<file path="config.mk">
export PLATFORM = sky130hd
export DESIGN_NAME = iic_master_burst
export DESIGN_NICKNAME = d
export VERILOG_FILES = /design/src/rtl/iic_master_burst.sv
export SDC_FILE = /design/constraint.sdc
export NUM_CORES = 1
export LEC_CHECK = 0
export BUFFER_PORTS_ARGS = -buffer_cell sky130_fd_sc_hd__buf_2
export CELL_PAD_IN_SITES_DETAIL_PLACEMENT = 1
export CELL_PAD_IN_SITES_GLOBAL_PLACEMENT = 1
export CORE_MARGIN = 10
export CORE_UTILIZATION = 38
export CTS_CLUSTER_DIAMETER = 60
export CTS_CLUSTER_SIZE = 30
export DETAILED_ROUTE_END_ITERATION = 6
export PLACE_DENSITY_LB_ADDON = 0.1
export SETUP_SLACK_MARGIN = 0.02
export SYNTH_ARGS = -nofsm -noshare
export SYNTH_HDL_FRONTEND = slang
export SYNTH_SLANG_ARGS = --single-unit
</file>
<file path="constraint.sdc">
create_clock -name CLK -period 2.6 [get_ports CLK]
set_clock_uncertainty 0.05 [all_clocks]
set_input_delay 0.39 -clock CLK [delete_from_list [all_inputs] [get_ports CLK]]
set_output_delay 0.39 -clock CLK [all_outputs]
set_load 0.005 [all_outputs]
</file>
<file path="src/rtl/iic_master_burst.sv">
// Byte-level I2C burst master for ADXL345 register access: START, addr, ptr, [Sr, addr+R], data bytes, STOP.
// Optional macro IIC_CLOCK_STRETCH_EN: the SCL-high quarter waits until IIC_SCL_I reads high (slave stretch).
module iic_master_burst #(
    parameter int CLK_FREQ = 100_000_000,
    parameter int IIC_FREQ = 400_000,
    parameter int LEN_W    = 6
) (
    input  logic             CLK,
    input  logic             RESET,
    input  logic             CMD_VALID,
    output logic             CMD_READY,
    input  logic [6:0]       CMD_ADDR,
    input  logic             CMD_RNW,
    input  logic [7:0]       CMD_PTR,
    input  logic [LEN_W-1:0] CMD_LEN,
    input  logic [7:0]       S_DATA,
    input  logic             S_VALID,
    output logic             S_READY,
    output logic [7:0]       M_DATA,
    output logic             M_VALID,
    output logic             BUSY,
    output logic             NACK_ERR,
    input  logic             IIC_SCL_I,
    input  logic             IIC_SDA_I,
    output logic             IIC_SCL_O,
    output logic             IIC_SDA_O
);
    localparam int QTR = CLK_FREQ / (4 * IIC_FREQ);
    localparam int CW  = (QTR > 1) ? $clog2(QTR) : 1;

    typedef enum logic [2:0] {
        ST_IDLE, ST_START, ST_TX_BYTE, ST_RX_ACK, ST_RSTART, ST_RX_BYTE, ST_TX_ACK, ST_STOP
    } state_t;
    typedef enum logic [1:0] {PH_ADDW, PH_PTR, PH_ADDR_R, PH_DATA} phase_t;

    state_t            state_q, state_d;
    phase_t            phase_q, phase_d;
    logic [CW-1:0]     cnt_q, cnt_d;
    logic [1:0]        qtr_q, qtr_d;
    logic [2:0]        bit_q, bit_d;
    logic [7:0]        shift_q, shift_d;
    logic [LEN_W-1:0]  byte_cnt_q, byte_cnt_d, len_q, len_d;
    logic [6:0]        addr_q, addr_d;
    logic [7:0]        ptr_q, ptr_d;
    logic              rnw_q, rnw_d, need_load_q, need_load_d, ack_q, ack_d;
    logic              scl_q, scl_d, sda_q, sda_d, ready_q, ready_d, busy_q, busy_d;
    logic [7:0]        m_data_q, m_data_d;
    logic              m_valid_q, m_valid_d, s_ready_q, s_ready_d, nack_q, nack_d;
    logic              stretch_s, hold_s, tick_s, bit_end_s, last_s, q2_tick_s;

`ifdef IIC_CLOCK_STRETCH_EN
    assign stretch_s = (state_q != ST_IDLE) && (qtr_q == 2'd2) && !IIC_SCL_I;
`else
    logic scl_unused_s;
    assign scl_unused_s = IIC_SCL_I;
    assign stretch_s    = 1'b0;
`endif

    // A data byte not yet supplied parks the bit engine in Q0, i.e. with SCL low.
    assign hold_s    = ((state_q == ST_TX_BYTE) && need_load_q) || stretch_s;
    assign tick_s    = (state_q != ST_IDLE) && !hold_s && (cnt_q == CW'(QTR - 1));
    assign q2_tick_s = tick_s && (qtr_q == 2'd2);
    assign bit_end_s = tick_s && (qtr_q == 2'd3);
    assign last_s    = ((byte_cnt_q + LEN_W'(1)) == len_q);

    // Next-state, datapath and registered-output computation.
    always_comb begin
        state_d = state_q;  phase_d = phase_q;  bit_d = bit_q;  shift_d = shift_q;
        byte_cnt_d = byte_cnt_q;  len_d = len_q;  addr_d = addr_q;  ptr_d = ptr_q;
        rnw_d = rnw_q;  need_load_d = need_load_q;  ack_d = ack_q;  m_data_d = m_data_q;
        m_valid_d = 1'b0;  s_ready_d = 1'b0;  nack_d = 1'b0;
        scl_d = 1'b1;  sda_d = 1'b1;
        if ((state_q == ST_IDLE) || tick_s) begin
            cnt_d = {CW{1'b0}};
        end else if (hold_s) begin
            cnt_d = cnt_q;
        end else begin
            cnt_d = cnt_q + CW'(1);
        end
        qtr_d = tick_s ? (qtr_q + 2'd1) : qtr_q;
        case (state_q)
            ST_IDLE: begin
                if (CMD_VALID) begin
                    state_d    = ST_START;
                    phase_d    = PH_ADDW;
                    addr_d     = CMD_ADDR;
                    rnw_d      = CMD_RNW;
                    ptr_d      = CMD_PTR;
                    len_d      = (CMD_LEN == {LEN_W{1'b0}}) ? LEN_W'(1) : CMD_LEN;
                    shift_d    = {CMD_ADDR, 1'b0};
                    bit_d      = 3'd0;
                    byte_cnt_d = {LEN_W{1'b0}};
                    qtr_d      = 2'd0;
                end else begin
                    state_d = ST_IDLE;
                end
            end
            ST_START: begin
                state_d = bit_end_s ? ST_TX_BYTE : ST_START;
            end
            ST_TX_BYTE: begin
                if (need_load_q && S_VALID) begin
                    shift_d     = S_DATA;
                    s_ready_d   = 1'b1;
                    need_load_d = 1'b0;
                end else if (bit_end_s) begin
                    shift_d = {shift_q[6:0], 1'b0};
                    bit_d   = bit_q + 3'd1;
                    state_d = (bit_q == 3'd7) ? ST_RX_ACK : ST_TX_BYTE;
                end else begin
                    state_d = ST_TX_BYTE;
                end
            end
            ST_RX_ACK: begin
                if (q2_tick_s) begin
                    ack_d = IIC_SDA_I;
                end else if (bit_end_s && ack_q) begin
                    nack_d  = 1'b1;
                    state_d = ST_STOP;
                end else if (bit_end_s) begin
                    case (phase_q)
                        PH_ADDW: begin
                            state_d = ST_TX_BYTE;
                            phase_d = PH_PTR;
                            shift_d = ptr_q;
                        end
                        PH_PTR: begin
                            state_d     = rnw_q ? ST_RSTART : ST_TX_BYTE;
                            phase_d     = PH_DATA;
                            need_load_d = !rnw_q;
                        end
                        PH_ADDR_R: begin
                            state_d = ST_RX_BYTE;
                            phase_d = PH_DATA;
                        end
                        default: begin
                            byte_cnt_d  = byte_cnt_q + LEN_W'(1);
                            state_d     = last_s ? ST_STOP : ST_TX_BYTE;
                            need_load_d = !last_s;
                        end
                    endcase
                end else begin
                    state_d = ST_RX_ACK;
                end
            end
            ST_RSTART: begin
                if (bit_end_s) begin
                    state_d = ST_TX_BYTE;
                    phase_d = PH_ADDR_R;
                    shift_d = {addr_q, 1'b1};
                end else begin
                    state_d = ST_RSTART;
                end
            end
            ST_RX_BYTE: begin
                if (q2_tick_s) begin
                    shift_d   = {shift_q[6:0], IIC_SDA_I};
                    m_valid_d = (bit_q == 3'd7);
                    m_data_d  = (bit_q == 3'd7) ? {shift_q[6:0], IIC_SDA_I} : m_data_q;
                end else if (bit_end_s) begin
                    bit_d   = bit_q + 3'd1;
                    state_d = (bit_q == 3'd7) ? ST_TX_ACK : ST_RX_BYTE;
                end else begin
                    state_d = ST_RX_BYTE;
                end
            end
            ST_TX_ACK: begin
                if (bit_end_s) begin
                    byte_cnt_d = byte_cnt_q + LEN_W'(1);
                    state_d    = last_s ? ST_STOP : ST_RX_BYTE;
                end else begin
                    state_d = ST_TX_ACK;
                end
            end
            ST_STOP: begin
                state_d = bit_end_s ? ST_IDLE : ST_STOP;
            end
            default: begin
                state_d = ST_IDLE;
            end
        endcase
        // Line levels follow the state/quarter being entered so the pins are registered.
        case (state_d)
            ST_IDLE:    begin scl_d = 1'b1;     sda_d = 1'b1;                 end
            ST_START:   begin scl_d = 1'b1;     sda_d = (qtr_d != 2'd3);      end
            ST_RSTART:  begin scl_d = qtr_d[1]; sda_d = (qtr_d != 2'd3);      end
            ST_STOP:    begin scl_d = qtr_d[1]; sda_d = (qtr_d == 2'd3);      end
            ST_TX_BYTE: begin scl_d = qtr_d[1]; sda_d = shift_d[7];           end
            ST_TX_ACK:  begin scl_d = qtr_d[1]; sda_d = last_s;               end
            default:    begin scl_d = qtr_d[1]; sda_d = 1'b1;                 end
        endcase
        ready_d = (state_d == ST_IDLE);
        busy_d  = (state_d != ST_IDLE);
    end

    // State and output registers with synchronous reset.
    always_ff @(posedge CLK) begin
        if (RESET) begin
            state_q <= ST_IDLE;  phase_q <= PH_ADDW;  cnt_q <= {CW{1'b0}};  qtr_q <= 2'd0;
            bit_q <= 3'd0;  shift_q <= 8'd0;  byte_cnt_q <= {LEN_W{1'b0}};  len_q <= LEN_W'(1);
            addr_q <= 7'd0;  ptr_q <= 8'd0;  rnw_q <= 1'b0;  need_load_q <= 1'b0;  ack_q <= 1'b0;
            scl_q <= 1'b1;  sda_q <= 1'b1;  ready_q <= 1'b1;  busy_q <= 1'b0;
            m_data_q <= 8'd0;  m_valid_q <= 1'b0;  s_ready_q <= 1'b0;  nack_q <= 1'b0;
        end else begin
            state_q <= state_d;  phase_q <= phase_d;  cnt_q <= cnt_d;  qtr_q <= qtr_d;
            bit_q <= bit_d;  shift_q <= shift_d;  byte_cnt_q <= byte_cnt_d;  len_q <= len_d;
            addr_q <= addr_d;  ptr_q <= ptr_d;  rnw_q <= rnw_d;  need_load_q <= need_load_d;  ack_q <= ack_d;
            scl_q <= scl_d;  sda_q <= sda_d;  ready_q <= ready_d;  busy_q <= busy_d;
            m_data_q <= m_data_d;  m_valid_q <= m_valid_d;  s_ready_q <= s_ready_d;  nack_q <= nack_d;
        end
    end

    assign CMD_READY = ready_q;
    assign BUSY      = busy_q;
    assign S_READY   = s_ready_q;
    assign M_DATA    = m_data_q;
    assign M_VALID   = m_valid_q;
    assign NACK_ERR  = nack_q;
    assign IIC_SCL_O = scl_q;
    assign IIC_SDA_O = sda_q;
endmodule
</file>
After elaboration in Yosys (flattened, before gate mapping)
Index checks and enable logic that the tools add are counted.
{"block": "op_classes", "addsub": 4, "n_eq_ne": 36, "n_mux": 61, "n_bitwise": 4, "reduce_logical": 39}
{"op": "$mux W8", "count": 9}
{"op": "$mux W6", "count": 7}
{"op": "$pmux W8 S5", "count": 1}
{"op": "$mux W3", "count": 13}
{"op": "$mux W2", "count": 13}
{"op": "$eq A3 B3 Y1 const B", "count": 8}
{"op": "$ne A2 B2 Y1 const B", "count": 12}
{"op": "$pmux W3 S8", "count": 1}
{"op": "$pmux W3 S3", "count": 2}
{"op": "$pmux W6 S3", "count": 1}
{"op": "$reduce_bool A3 Y1", "count": 5}
{"op": "$reduce_and A7 Y1", "count": 2}
{"op": "$add A6 B1 Y6 const B", "count": 2}
{"op": "$reduce_or A3 Y1", "count": 4}
{"op": "$reduce_or A2 Y1", "count": 5}
{"op": "$eq A3 B2 Y1 const B", "count": 3}
{"op": "$mux W1", "count": 9}
{"op": "$reduce_and A9 Y1", "count": 1}
{"op": "$eq A2 B2 Y1 const B", "count": 4}
{"op": "$logic_and A1 B1 Y1", "count": 7}
{"op": "$eq A3 B1 Y1 const B", "count": 2}
{"op": "$eq A6 B6 Y1", "count": 1}
{"op": "$eq A6 B6 Y1 const B", "count": 1}
{"op": "$logic_not A3 Y1", "count": 2}
{"op": "other kinds (20)", "count": 29}
{"block": "word_totals", "register_bits": 69, "out_inout_bits": 15, "wordCells": 166}

Logic depth before layout (Yosys ltp)
{"block": "depth", "word_depth": 13, "ltp_mapped": 11, "depth_no_buf": 10}

Worst setup path after synthesis
Ideal clock, no wire load.
{"block": "synth_timing", "kind": "register to register", "start": "reg cnt_q[0]", "end": "reg sda_q, in the netlist IIC_SDA_O", "setup_time_ns": 0.062, "arrival_ns": 2.316, "path_slack_ns": 0.172, "stages_incl_launch_ff": 11, "synth_period_minus_slack_ns": 2.428, "cell_sequence": "dfxtp_1 > ha_1 > and4_1 > clkbuf_4 > nand4_4 > o41ai_2 > a21oi_2 > o41ai_2 > mux2_4 > a221o_1 > nand3_1"}
{"block": "synth_between", "elab_chain_cells": 10, "word_cells_on_any_way": 37}
{"item": "from (decl)", "line_no": "38", "source": "logic [CW-1:0] cnt_q, cnt_d;"}
{"item": "from (signal assigned)", "line_no": "205", "source": "state_q <= state_d; phase_q <= phase_d; cnt_q <= cnt_d; qtr_q <= qtr_d;"}
{"item": "$eq A6 B6 Y1 (*)", "line_no": "61", "source": "assign tick_s = (state_q != ST_IDLE) && !hold_s && (cnt_q == CW'(QTR - 1));"}
{"item": "$logic_and A1 B1 Y1 (*)", "line_no": "61"}
{"item": "$logic_and A1 B1 Y1", "line_no": "63", "source": "assign bit_end_s = tick_s && (qtr_q == 2'd3);"}
{"item": "$mux W3 / $logic_and A1 B1 Y1 (equally long branches)", "line_no": "120, 117"}
{"item": "$mux W3", "line_no": "117", "source": "end else if (bit_end_s && ack_q) begin"}
{"item": "$mux W3", "line_no": "115", "source": "if (q2_tick_s) begin"}
{"item": "$pmux W3 S8", "line_no": "81", "source": "case (state_q)"}
{"item": "$eq A3 B3 Y1 / $eq A3 B1 Y1 (equally long branches)", "line_no": "183", "source": "case (state_d)"}
{"item": "$reduce_or A2 Y1 (no line)"}
{"item": "$pmux W1 S4 (*)", "line_no": "183"}
{"item": "to (signal assigned)", "line_no": "202", "source": "scl_q <= 1'b1; sda_q <= 1'b1; ready_q <= 1'b1; busy_q <= 1'b0;"}
{"item": "to (signal assigned)", "line_no": "208", "source": "scl_q <= scl_d; sda_q <= sda_d; ready_q <= ready_d; busy_q <= busy_d;"}
{"item": "to (decl)", "line_no": "46", "source": "logic scl_q, scl_d, sda_q, sda_d, ready_q, ready_d, busy_q, busy_d;"}
Every way passes the cells marked *; elsewhere a longest branch is shown, timed or not. The select of a mux whose other input is x is not followed.
A chain may end at the register's enable or synchronous reset.

Final worst setup path
{"block": "layout_timing", "start": "reg cnt_q[1]", "end": "reg sda_q, in the netlist IIC_SDA_O"}
Same word-level chain as after synthesis.

==> flow_summary.ini <==
[setup_path]
worst_path_buffer_plus_inverter_count = 3
cp_data_required_time_ns = 2.76
worst_path_dominant_cell_family = compound AO/OA/AOI/OAI gates
worstSetupStartpointType = register
critPathArrivalTime_ns = 2.61
critical_path.most_common_cell = buf_4
critical-path-slowest-cell = dfxtp_2
timing.critical_path.slowest_cell_delay_ns = 0.33
path_class = register to register
worstPathCellList = inv_1, ha_2, and4_4, buf_4, nand4_1, a31oi_2, o221ai_2, a211oi_2, buf_4, mux2_4, a221o_1, nand3_1
worst_setup_path_end_kind = register
worst-path-max-fanout = 4

[grt]
grt_util_all_layers_pct = 16.8
grt_pass1_vias = 3661
antenna_found_initial = 0
grt_start_max_net_pins = 48
gr-total-overflow = 0
grt_first_pass_wirelength_um = 18400

[clock_tree]
clk_pin_slew_ns = 0.08
cts.hold.buffers_added = 0
ctsRootBufferMaster = clkbuf_8
cts.htree.levels = 3
cts_inserted_buffers = 9
clk_path_buf_depth = 2
cts_tree = built
worst_skew_pair.late_latency_ns = 0.34
cts_sinks = 69

[timing]
rsz0062_at_grt = no
final_min_period_over_clock_period_pct = 94.1
hold_viol = 0
setup_viol_count_final = 0
achievable-frequency_mhz = 409
finalMaxSlewViolations = 0
fin_crit_ns = 2.45
finalSetupTns_ns = 0
normalized_max_slew_margin_pct = 55.8
worstMarginPinSlew_ns = 0.661

[final_layout]
mostFrequentLayoutCell = nand2_1
insertedDiodeCount = 0
post_route_cells_drive_above_1_share_pct = 25.8
final_net_count = 577
area_delta_synth_final_pct = 27.0
final-seq-area_um2 = 1380
final_cell_area_um2 = 4530
combined_area_of_the_multi_input_logic_cells_um2 = 2140
layout_common_cells = 91 x nand2_1, 68 x dfxtp_1, 54 x nor2_1
filler_cell_count = 1138
number_of_non_filler_instances_in_the_completed_layout = 645

[placement]
dp_hpwl_um = 8220
io_buffers = 49
placer_s_final_routability_congestion_estimate = 0.868
placed_cells_incl_taps = 627
postPlaceCellArea_um2 = 4220

[power]
total_power_mw = 2.34
pwr_dens_nw_per_um2 = 516
worst_ir_drop_vdd_mv = 0.317
cellLeakagePower_nw = 1.91

[synthesis]
yosysWarningCount = 0
syn-instance-count = 449
syn-cell-area_um2 = 3570
synthesis.nets = 496
synth_enable_flop_cells = 0
ys.flop_type = dfxtp_1
ys_ff_latch = 69
yosysSeqAreaShare_pct = 38.7
post_synth.cell_area_avg_um2 = 7.95
asyncSetResetFlopFracSynth_pct = 0
synth_cell_types = 58

[worst_hold_path]
min_delay_path_class = primary input to register

[run]
number_of_max_capacitance_violations_reported = 0

[floorplan]
design.die.area_um2 = 13700
floorplan.initialDensity_pct = 38.8
fp.coreArea_um2 = 9200
chip_height_um = 117
placementRows = 35
die_width_um = 117
ioPinCount = 51

[routing]
detailed_route_iter0_violations = 148
detailroute.via_count = 3494
vias_per_cell = 5.42
route.detailed.wl_per_inst_um = 17.3
drcViolationCount = 0
drtAntennaViolNets = 0
first_pass_iters = 4
postRouteWirelength_um = 11200

[outcome]
result_of_the_run = finished, final reports clean
[kinds of logic after synthesis]
logic type / synth area share (%)
AO/OA/AOI/OAI: 18.5
AND/OR/NAND/NOR: 28.9
XOR/XNOR: 2.70
adder cells (fa/ha/maj): 3.85
multiplexers: 3.50
buffers and inverters: 3.82
flip-flops: 38.7
[state kept, by name, summed over array words and instances, names as in the netlist]
signal       count
BUSY             1
CMD_READY        1
IIC_SCL_O        1
IIC_SDA_O        1
M_DATA           8
M_VALID          1
NACK_ERR         1
S_READY          1
ack_q            1
addr_q           7
bit_q            3
byte_cnt_q       6
cnt_q            6
len_q            6
need_load_q      1
phase_q          2
ptr_q            8
qtr_q            2
rnw_q            1
shift_q          8
state_q          3
[area by class of cell]
class,instances,share of cell area [%]
clock inverter,5,1.88
inverter,11,0.911
clock buffer,10,2.81
timing repair buffer,92,13.7
tap,111,3.06
multi-input combinational,347,47.1
sequential,69,30.5
[metrics by stage]
| step | worst slack (ns) | hold WS, ns | utilization [%] |
|---|---|---|---|
| floorplan | 0.172 | 0.386 | - |
| global placement | 0.105 | 0.392 | 45.9 |
| detailed placement | 0.0213 | 0.400 | 45.9 |
| CTS | 0.0572 | 0.217 | 48.2 |
| global route | 0.000714 | 0.236 | 49.3 |
| finish | 0.154 | 0.225 | 49.3 |
[metal layers]
| layer | vias to the layer above | track usage (%) | share of wire, % |
|---|---|---|---|
| met4 | 0 | 4.61 | 1.0 |
| met1 | 1701 | 20.7 | 46 |
| met3 | 11 | 3.21 | 2.8 |
| met5 | - | 0 | 0 |
| li1 | 1736 | - | - |
| met2 | 46 | 29.2 | 51 |
[synth_stat cells, types with 2 or more instances]
| cell | n | area, um2 |
|---|---|---|
| a221o_1 | 2 | 20.0 |
| nand3b_1 | 3 | 22.5 |
| dfxtp_1 | 69 | 1380 |
| nor2b_1 | 3 | 18.8 |
| nand4_1 | 11 | 68.8 |
| o21ai_0 | 11 | 55.1 |
| buf_1 | 3 | 11.3 |
| buf_2 | 4 | 20.0 |
| clkbuf_1 | 13 | 48.8 |
| nand2_1 | 91 | 342 |
| a221oi_1 | 7 | 61.3 |
| a31oi_1 | 6 | 37.5 |
| nor4b_1 | 2 | 17.5 |
| xnor2_1 | 6 | 52.6 |
| a211oi_1 | 5 | 37.5 |
| nor3_1 | 10 | 50.1 |
| xor2_1 | 5 | 43.8 |
| a311oi_1 | 2 | 17.5 |
| a22oi_1 | 2 | 15.0 |
| nor3b_1 | 3 | 22.5 |
| a21boi_0 | 2 | 15.0 |
| and2_1 | 2 | 12.5 |
| a21o_1 | 4 | 30.0 |
| mux2i_1 | 11 | 110 |
| o41ai_2 | 2 | 32.5 |
| nor2_1 | 56 | 210 |
| nand3_1 | 9 | 45.0 |
| and3_1 | 4 | 25.0 |
| a21oi_1 | 39 | 195 |
| nand2b_1 | 4 | 25.0 |
| inv_1 | 11 | 41.3 |
| nand4_4 | 2 | 42.5 |
| or3_1 | 5 | 31.3 |
| a21oi_2 | 2 | 17.5 |
| ha_1 | 11 | 138 |
| or2_2 | 3 | 18.8 |
| o21a_1 | 3 | 22.5 |
[worst min-delay path, stage by stage]
cell,delay [ns]
buf_2,0.09
nand2_1,0.04
a21oi_1,0.05
[report_power, final]
group          internal [mW]  switching [mW]
registers               1.09          0.0238
clock network          0.541           0.435
logic                  0.106           0.143
total                   1.74           0.602
[final timing paths]
kind,cells after the start,start,slack (ns),endpoint
setup / recovery,12,cnt_q[1],0.15,IIC_SDA_O
hold / removal,3,CMD_PTR[4],0.22,ptr_q[4]
setup reg to reg,12,cnt_q[1],0.15,IIC_SDA_O
hold reg to reg,2,ptr_q[2],0.41,ptr_q[2]
[timing repair]
action,CTS,global route
resized for setup,1,17
endpoints found under the setup margin,2,6
buffers inserted,0,3
hold endpoints to repair,0,0
pin swaps,0,4
Note: power is estimated with default switching activity, not from simulation.
